==> config.mk <==
export PLATFORM = sky130hd
export DESIGN_NAME = led_frame_reader
export DESIGN_NICKNAME = d
export VERILOG_FILES = /design/src/rtl/led_pkg.sv /design/src/rtl/led_brightness_scaler.sv /design/src/rtl/led_frame_reader.sv
export SDC_FILE = /design/constraint.sdc
export NUM_CORES = 1
export LEC_CHECK = 0
export ABC_AREA = 1
export CELL_PAD_IN_SITES_DETAIL_PLACEMENT = 0
export CELL_PAD_IN_SITES_GLOBAL_PLACEMENT = 1
export CORE_ASPECT_RATIO = 1.5
export CORE_MARGIN = 3
export CORE_UTILIZATION = 36
export DETAILED_ROUTE_END_ITERATION = 12
export PLACE_DENSITY_LB_ADDON = 0.08
export SYNTH_ARGS = -nofsm -noshare
export SYNTH_HDL_FRONTEND = slang
export SYNTH_SLANG_ARGS = --single-unit
export TNS_END_PERCENT = 1
==> constraint.sdc <==
create_clock -name clk -period 1.8 [get_ports clk]
set_input_delay 0.45 -clock clk [delete_from_list [all_inputs] [get_ports clk]]
set_output_delay 0.45 -clock clk [all_outputs]
set_load 0.02 [all_outputs]
==> src/rtl/led_pkg.sv <==
// Shared types and constants for the LED frame reader: FSM states and pixel byte layout.
package led_pkg;

  typedef enum logic [1:0] {
    IDLE  = 2'd0,
    FETCH = 2'd1,
    LAST  = 2'd2,
    PIX   = 2'd3
  } state_e;

  localparam int BYTES_PER_PIXEL = 3;
  localparam int PIX_W           = 24;

  localparam int G_IDX = 0;
  localparam int R_IDX = 1;
  localparam int B_IDX = 2;

endpackage

==> src/rtl/led_brightness_scaler.sv <==
// Scales one colour byte by (brightness+1)/256; brightness=255 passes the byte through.
module led_brightness_scaler (
  input  logic [7:0] byte_i,
  input  logic [7:0] brightness_i,
  output logic [7:0] byte_o
);

  // byte*(brightness+1) never exceeds 255*256, so the product fits in 16 bits.
  assign byte_o = 8'((16'(byte_i) * 16'({1'b0, brightness_i} + 9'd1)) >> 8);

endmodule

==> src/rtl/led_frame_reader.sv <==
// Reads N three-byte pixels from the SRAM read port and streams them as 24-bit {G,R,B} words.
// Optional LED_BRIGHTNESS_EN adds a brightness input that scales every colour byte.
module led_frame_reader
  import led_pkg::*;
#(
  parameter int ASIZE = 10,
  parameter int DSIZE = 8,
  parameter int CSIZE = 9
) (
  input  logic             clk,
  input  logic             rst_n,
  input  logic             start,
  input  logic             abort,
  input  logic [ASIZE-1:0] base_addr,
  input  logic [CSIZE-1:0] pix_count,
`ifdef LED_BRIGHTNESS_EN
  input  logic [7:0]       brightness,
`endif
  output logic             busy,
  output logic             done,
  output logic             mem_cs_n,
  output logic [ASIZE-1:0] mem_addr,
  input  logic [DSIZE-1:0] mem_rdata,
  output logic             pix_valid,
  input  logic             pix_ready,
  output logic [PIX_W-1:0] pix_data
);

  state_e             state_q, state_d;
  logic [ASIZE-1:0]   ptr_q, ptr_d;
  logic [CSIZE-1:0]   rem_q, rem_d;
  logic [1:0]         byte_idx_q, byte_idx_d;
  logic               busy_q, busy_d;
  logic               done_q, done_d;
  logic               mem_cs_n_q, mem_cs_n_d;
  logic [ASIZE-1:0]   mem_addr_q, mem_addr_d;
  logic               pix_valid_q, pix_valid_d;
  logic [PIX_W-1:0]   pix_data_q, pix_data_d;
  logic               rd_pend_q;
  logic [1:0]         rd_slot_q;
  logic [DSIZE-1:0]   slot_q [BYTES_PER_PIXEL];
  logic [PIX_W-1:0]   pix_word;
  logic               issue;

`ifdef LED_BRIGHTNESS_EN
  logic [7:0] bright_q;

  always_ff @(posedge clk or negedge rst_n) begin
    if (!rst_n) begin
      bright_q <= 8'd0;
    end else if (state_q == IDLE && start && !abort && pix_count != '0) begin
      bright_q <= brightness;
    end
  end
`endif

  // The byte arriving this cycle bypasses its slot so LAST can assemble the word without waiting.
  generate
    for (genvar gi = 0; gi < BYTES_PER_PIXEL; gi++) begin : g_slot
      logic [DSIZE-1:0] byte_now;
      assign byte_now = (rd_pend_q && rd_slot_q == 2'(gi)) ? mem_rdata : slot_q[gi];
`ifdef LED_BRIGHTNESS_EN
      led_brightness_scaler u_scale (
        .byte_i       (byte_now),
        .brightness_i (bright_q),
        .byte_o       (pix_word[PIX_W-1-DSIZE*gi -: DSIZE])
      );
`else
      assign pix_word[PIX_W-1-DSIZE*gi -: DSIZE] = byte_now;
`endif
    end
  endgenerate

  always_comb begin
    state_d     = state_q;
    ptr_d       = ptr_q;
    rem_d       = rem_q;
    byte_idx_d  = byte_idx_q;
    busy_d      = busy_q;
    done_d      = 1'b0;
    mem_cs_n_d  = 1'b1;
    mem_addr_d  = mem_addr_q;
    pix_valid_d = pix_valid_q;
    pix_data_d  = pix_data_q;
    issue       = 1'b0;

    if (abort) begin
      state_d     = IDLE;
      busy_d      = 1'b0;
      pix_valid_d = 1'b0;
    end else begin
      case (state_q)
        IDLE: begin
          if (start) begin
            if (pix_count != '0) begin
              state_d    = FETCH;
              rem_d      = pix_count;
              busy_d     = 1'b1;
              byte_idx_d = 2'd0;
              issue      = 1'b1;
            end else begin
              done_d = 1'b1;
            end
          end
        end
        FETCH: begin
          // byte_idx_q names the byte whose read is on the bus this cycle.
          if (byte_idx_q == 2'd2) begin
            state_d = LAST;
          end else begin
            byte_idx_d = 2'(byte_idx_q + 2'd1);
            issue      = 1'b1;
          end
        end
        LAST: begin
          pix_data_d  = pix_word;
          pix_valid_d = 1'b1;
          state_d     = PIX;
        end
        PIX: begin
          if (pix_ready) begin
            pix_valid_d = 1'b0;
            if (rem_q == CSIZE'(1)) begin
              done_d  = 1'b1;
              busy_d  = 1'b0;
              state_d = IDLE;
            end else begin
              rem_d      = rem_q - CSIZE'(1);
              byte_idx_d = 2'd0;
              issue      = 1'b1;
              state_d    = FETCH;
            end
          end
        end
        default: state_d = IDLE;
      endcase
    end

    // Reads are registered one cycle ahead so chip-select is low during each FETCH cycle.
    if (issue) begin
      mem_cs_n_d = 1'b0;
      mem_addr_d = (state_q == IDLE) ? base_addr : ptr_q;
      ptr_d      = mem_addr_d + ASIZE'(1);
    end
  end

  always_ff @(posedge clk or negedge rst_n) begin
    if (!rst_n) begin
      state_q     <= IDLE;
      ptr_q       <= '0;
      rem_q       <= '0;
      byte_idx_q  <= 2'd0;
      busy_q      <= 1'b0;
      done_q      <= 1'b0;
      mem_cs_n_q  <= 1'b1;
      mem_addr_q  <= '0;
      pix_valid_q <= 1'b0;
      pix_data_q  <= '0;
    end else begin
      state_q     <= state_d;
      ptr_q       <= ptr_d;
      rem_q       <= rem_d;
      byte_idx_q  <= byte_idx_d;
      busy_q      <= busy_d;
      done_q      <= done_d;
      mem_cs_n_q  <= mem_cs_n_d;
      mem_addr_q  <= mem_addr_d;
      pix_valid_q <= pix_valid_d;
      pix_data_q  <= pix_data_d;
    end
  end

  always_ff @(posedge clk or negedge rst_n) begin
    if (!rst_n) begin
      rd_pend_q <= 1'b0;
      rd_slot_q <= 2'd0;
      for (int i = 0; i < BYTES_PER_PIXEL; i++) slot_q[i] <= '0;
    end else begin
      rd_pend_q <= !mem_cs_n_q && !abort;
      rd_slot_q <= byte_idx_q;
      if (rd_pend_q && !abort) slot_q[rd_slot_q] <= mem_rdata;
    end
  end

  assign busy      = busy_q;
  assign done      = done_q;
  assign mem_cs_n  = mem_cs_n_q;
  assign mem_addr  = mem_addr_q;
  assign pix_valid = pix_valid_q;
  assign pix_data  = pix_data_q;

endmodule
==> impl_results.md, run 1 <==
- Post-Syn Nets: 586
- Largest net degree at the start of global routing: 36
- # DRC: 0
- First-pass iteration count of the detailed router: 4
- Commonest non-fill, non-tap cell in the layout: nand2_1
- Reg2Reg Setup Slack: 0.10 ns
- Largest area contributor in the netlist: dfrtp_1
- Power per cell area: 1702 nW/um^2
- Vias in the first global route: 3906
- Worst hold margin: 0.06601 ns
- Outcome: finished clean
- Slew HR: 66.53%
- Share of layout cells above drive strength 1: 20.15%
- FF+latch count, synth: 88
- Post-route minimum period: 1.763 ns
- Via count: 3976
- Critical Path Max Stage Delay: 0.61 ns
- Total wire length: 11.63 mm
- Clock slew at reported path FFs: 0.07 ns
- P_leak: 0.003013 uW
- Drt first-iter violations: 89
- Post-route ant nets: 0
- Post-synth ARST share: 100.0%
- CTS H-tree depth: 3
- EDFF count, synth: 0
- Crit. End Element: output pin
- Worst setup margin: 0.03725 ns
- Average size of a mapped cell: 8.198 sq um
- Skew final: 0.006101 ns
- Final Hold Vio Count: 0
- Yosys warning count: 0
- Cells on worst reg2reg path: 8
- Critical Path, Cell by Cell: clkdlybuf4s50_1
- Ant diodes: 0
- Fmax: 0.5673 GHz
- HPWL after DPL: 8.710 mm
- Clock buffer depth: 2
- Worst hold path type: input pin to async pin
- Most frequent cells in the layout: 168 x nand2_1, 87 x dfrtp_1, 60 x clkdlybuf4s50_1
- Unique masters post-synth: 33
- Layer with the highest usage: met2
- Setup TNS: 0 ns
- Synth top area share: 48.73%
- Clock root buffer: clkbuf_16
- Overflow after GRT: 0
- Maxcap violations: 0
- Unrepaired setup endpoints after global routing: yes
- Largest cells by area after synthesis: dfrtp_1 49%, nand2_1 15%, o21ai_0 4.1%, inv_1 4.0%, nor2_1 3.4%
- Syn Inst Count: 545
- CORE AREA: 12080 sq um
- Final setup viols: 0
- Worst EP arrival: 1.31 ns
- Synthesized area: 4468 sq um
- Die W: 96.96 microns
- Slew Limit Fails: 0
- RePlAce Congestion: 0.8038
- CTS tree: done
- Max VDD drop: 710.1 uV
- Critical path's slowest cell: clkdlybuf4s50_1
- GR Util met3: 3.041%
- Die ar.: 13810 sq um
- Initial Util: 36.99%
- Top_reg_cell synth: dfrtp_1
- Startpoint types: register
- Reg-to-Reg Start: state_q[0]
- Crit path max fanout: 2
- Avg Vias per Cell: 4.773
- Met1 usage: 19.37%
- Row Count: 49
- # nets final: 716
- Routed wire length per instance: 13.96 microns
- Port-buffer cells: 69
- First-pass GRT wire length: 18.97 mm
- Worst Path Class, Setup: register to output pin
- Sequential share of the synthesized area: 49.31%
- Chip Height: 142.4 microns
- Pre-CTS WS: -0.1887 ns
- GRT Util Overall: 16.98%
- Family with the most delay on the worst path: buffers and inverters
- Area growth, synth to finish: 41.33%
- Final period utilization: 97.93%
- Worst Path Buf+Inv: 1
- Hold buffer count at cts: 0
- IO Count: 70
- R2R Path End: ptr_q[5]
- CP required: 1.35 ns
- Grt met2 use: 32.10%
- Num CTS Buffers: 9
- Clock sink total: 88
- Skew-Pair Late Insertion Delay: 0.34 ns
- Antenna violations before repair: 0
- Slew at the pin closest to its max-slew limit: 0.5021 ns
[flip-flops by register name, summed over array words and instances (netlist names), 2 cells and up]
signal,flops
pix_data,24
slot_q,24
mem_addr,10
ptr_q,10
rem_q,9
byte_idx_q,2
rd_slot_q,2
state_q,2
[worst max path at each step]
stage,start,to,depth (start not counted)
2_1_floorplan,state_q[0],ptr_q[4],11
4_1_cts,state_q[1],ptr_q[9],12
3_3_place_gp,pix_count[7],ptr_q[4],9
6_report,pix_valid,pix_valid,1
3_5_place_dp,pix_count[7],ptr_q[4],9
5_1_grt,state_q[1],byte_idx_q[1],11
[metal layers]
metal / vias to the layer above / share of wire (%)
met2: 73 / 55
met3: 10 / 3.0
met1: 1868 / 41
met4: 0 / 1.3
li1: 2025 / -
met5: - / 0
[power by group]
part	internal (uW)	switching (uW)
clock network	1160	797
registers	2890	541
logic	2540	2820
total	6590	4160
[per-stage QoR]
step           util, %  cells  cell area, sq um  power [uW]
2_1_floorplan        -    545              4468        6348
3_3_place_gp     48.14    814              5814        8395
3_5_place_dp     48.14    814              5814        8478
4_1_cts          50.80    830              6136       10510
5_1_grt          52.28    833              6315       11590
6_report         52.28    833              6315       10750
[timing repair]
item / CTS / global route
pin swaps: 0 / 13
gates cloned: 0 / 2
resized for setup: 4 / 38
setup endpoints to repair: 9 / 19
setup buffers: 0 / 1
[layout make-up]
| type | count | area, sq um |
|---|---|---|
| Sequential cell | 88 | 2203 |
| Tap cell | 153 | 191.4 |
| Fill cell | 1137 | 5763 |
| Inverter | 55 | 209.0 |
| Clock inverter | 4 | 51.30 |
| Multi-Input combinational cell | 385 | 2044 |
| Timing Repair Buffer | 136 | 1359 |
| Clock buffer | 12 | 256.5 |
[cells by family (layout without fill, tap and decap cells)]
family | count (synthesis) | after routing | share of synthesized area [%]
buf+inv | 72 | 207 | 7.505
compound gates | 101 | 101 | 13.89
flops | 88 | 88 | 49.31
xor+xnor | 5 | 5 | 0.9801
mux | 3 | 3 | 0.6721
simple gates | 267 | 267 | 25.12
fa+ha+maj | 9 | 9 | 2.520
[cells in the mapped netlist (all sizes together), types with 3 or more instances]
| master | count |
|---|---|
| a31oi | 17 |
| buf | 11 |
| clkbuf | 6 |
| dfrtp | 87 |
| ha | 9 |
| inv | 54 |
| mux2i | 3 |
| nand2 | 182 |
| nand3 | 24 |
| nand4 | 6 |
| nor2 | 46 |
| nor3 | 5 |
| o211ai | 8 |
| o21a | 10 |
| o21ai | 64 |
| or2 | 3 |
| xor2 | 5 |
[worst register-to-register path: stages (launching register included)]
cell,delay [ns]
dfrtp_1,0.39
buf_4,0.16
ha_1,0.26
buf_4,0.19
nand3_1,0.12
nand3_2,0.10
nand2_4,0.12
clkbuf_16,0.18
o21ai_1,0.08
Note: power is estimated with default switching activity, not from simulation.
==> run 2, diff against run 1 <==
SLEW_MARGIN = 20   (was default)
==> results of run 2 <==
The final DEF is identical to that of run 1; final timing and power are the same.
==> run 3, diff against run 2 <==
GPL_TIMING_DRIVEN = 0   (was default)
SKIP_CTS_REPAIR_TIMING = 1   (was default)
==> impl_results.md, run 3 (synthesis results as in run 1) <==
- CTS tree: done
- Reg2Reg Setup Slack: 0.009 ns
- Skew-Pair Late Insertion Delay: 0.34 ns
- Drt first-iter violations: 116
- Int Power: 6016 uW
- Chip Height: 142.4 microns
- Overflow after GRT: 0
- Fmax: 0.5585 GHz
- Slew at the pin closest to its max-slew limit: 0.4569 ns
- Multi-input logic area: 2052 sq um
- Outcome: finished clean
- Num CTS Buffers: 9
- CP required: 2.07 ns
- Fillers: 1217
- Commonest non-fill, non-tap cell in the layout: nand2_1
- Cells on worst reg2reg path: 12
- Sw Share: 40.74%
- Via count: 3897
- CORE AREA: 12080 sq um
- Skew final: 0.007379 ns
- Die ar.: 13810 sq um
- Reg-to-Reg Start: state_q[1]
- Worst hold path type: register to register
- Slew Limit Fails: 0
- Share of layout cells above drive strength 1: 15.00%
- Clock Power Share: 17.9%
- # DRC: 0
- Port-buffer cells: 69
- Worst hold path startpoint: byte_idx_q[0]
- Die W: 96.96 microns
- Post-route ant nets: 0
- Placed instance count: 768
- IO Count: 70
- Comb pwr share: 48.2%
- P_leak: 0.002815 uW
- Hold path cells: 0
- Total wire length: 11.63 mm
- First-pass iteration count of the detailed router: 4
- Seq pwr share: 33.9%
- Startpoint types: register
- Crit path max fanout: 10
- Initial Util: 36.99%
- Slew HR: 69.54%
- Met1 usage: 18.53%
- Pwr Total: 10150 uW
- Clock buffer depth: 2
- Maxcap violations: 0
- Worst EP arrival: 2.06 ns
- R2R Path End: ptr_q[8]
- Area growth, synth to finish: 32.57%
- NetSw: 4136 uW
- Worst hold margin: 0.4101 ns
- CTS H-tree depth: 3
- Grt met2 use: 33.73%
- Largest net degree at the start of global routing: 61
- Worst Path Class, Setup: register to register
- Vias in the first global route: 3904
- Routed wire length per instance: 14.66 microns
- Finished Core Util: 49.04%
- Crit. End Element: register
- GR Util met3: 3.237%
- Max VDD drop: 615.6 uV
- Post-route minimum period: 1.791 ns
- Layout Cells excl Fill: 793
- Most frequent cells in the layout: 166 x nand2_1, 86 x dfrtp_1, 56 x clkdlybuf4s50_1
- Final setup viols: 0
- Final Instance Area: 5923 sq um
- Unrepaired setup endpoints after global routing: yes
- Clock root buffer: clkbuf_16
- Layer with the highest usage: met2
- Power per cell area: 1714 nW/um^2
- Final period utilization: 99.48%
- Avg Vias per Cell: 4.914
- GRT Util Overall: 17.36%
- First-pass GRT wire length: 19.20 mm
- Final Hold Vio Count: 0
- Reg area: 2205 sq um
- HPWL after DPL: 8.824 mm
- Ant diodes: 0
- Clock slew at reported path FFs: 0.07 ns
- Dpl cell area: 5379 sq um
- Hold Crit Endpoint: rd_slot_q[0]
- RePlAce Congestion: 0.7765
- Row Count: 49
- Antenna violations before repair: 0
- # nets final: 676
- Clock sink total: 88
run 3: changes by cell type in the layout (fill, tap and decap cells not counted), moves of 3 or more:
cell / delta
nor2_2: -3
clkdlybuf4s50_1: -4
buf_4: -48
buf_12: -6
buf_2: +5
dlymetal6s2s_1: +5
run 3: critical path, stage by stage (launching register included):
cell     delay [ns]
dfrtp_1        0.43
inv_2          0.12
ha_4           0.17
buf_6          0.15
nand2_1        0.10
nand2_4        0.10
ha_4           0.15
nand2_4        0.06
nor2_4         0.15
nand2_1        0.06
nand2_1        0.05
nand2_1        0.04
o21ai_1        0.12
run 3: worst max-delay path by stage:
stage                        to  depth (start not counted)        from  slack, ns
floorplan              ptr_q[4]                         11  state_q[0]      0.008
global placement       ptr_q[8]                          1       rst_n      -3.07
detailed placement  pix_data[0]                          5       abort      -0.47
CTS                    ptr_q[8]                         13  state_q[0]      -0.35
global route        pix_data[0]                          7  state_q[1]      -0.16
finish                 ptr_q[8]                         12  state_q[1]      0.009
run 3: power by group through the flow:
stage | clock [uW] | sequential, uW | combinational [uW]
after floorplan | 0 | 3880 | 2460
after global placement | 0 | 3440 | 4470
after detailed placement | 0 | 3470 | 4550
after CTS | 1890 | 3440 | 4560
after global routing | 1970 | 3570 | 5430
final | 1820 | 3450 | 4890
run 3: layout make-up:
class	count	share of cell area, %
plain buffers	17	2.556
repair buffers	79	13.84
well taps	153	3.232
multi-input cells	385	34.64
clock buffers	10	4.035
flip-flops and latches	88	37.22
inverters	55	3.612
clock inverters	6	0.8661
run 3: per-layer routing:
metal / vias up / part of all wire (%)
met5: - / 0
met1: 1862 / 39
met2: 71 / 56
met4: 0 / 2.0
met3: 17 / 3.3
li1: 1947 / -
run 3: stage by stage:
step / setup WS [ns] / setup TNS, ns
final: 0.009377 / 0
after global routing: -0.1570 / -4.047
after CTS: -0.3478 / -9.770
after detailed placement: -0.4741 / -27.12
after global placement: -3.072 / -294.80
after floorplan: 0.008440 / 0
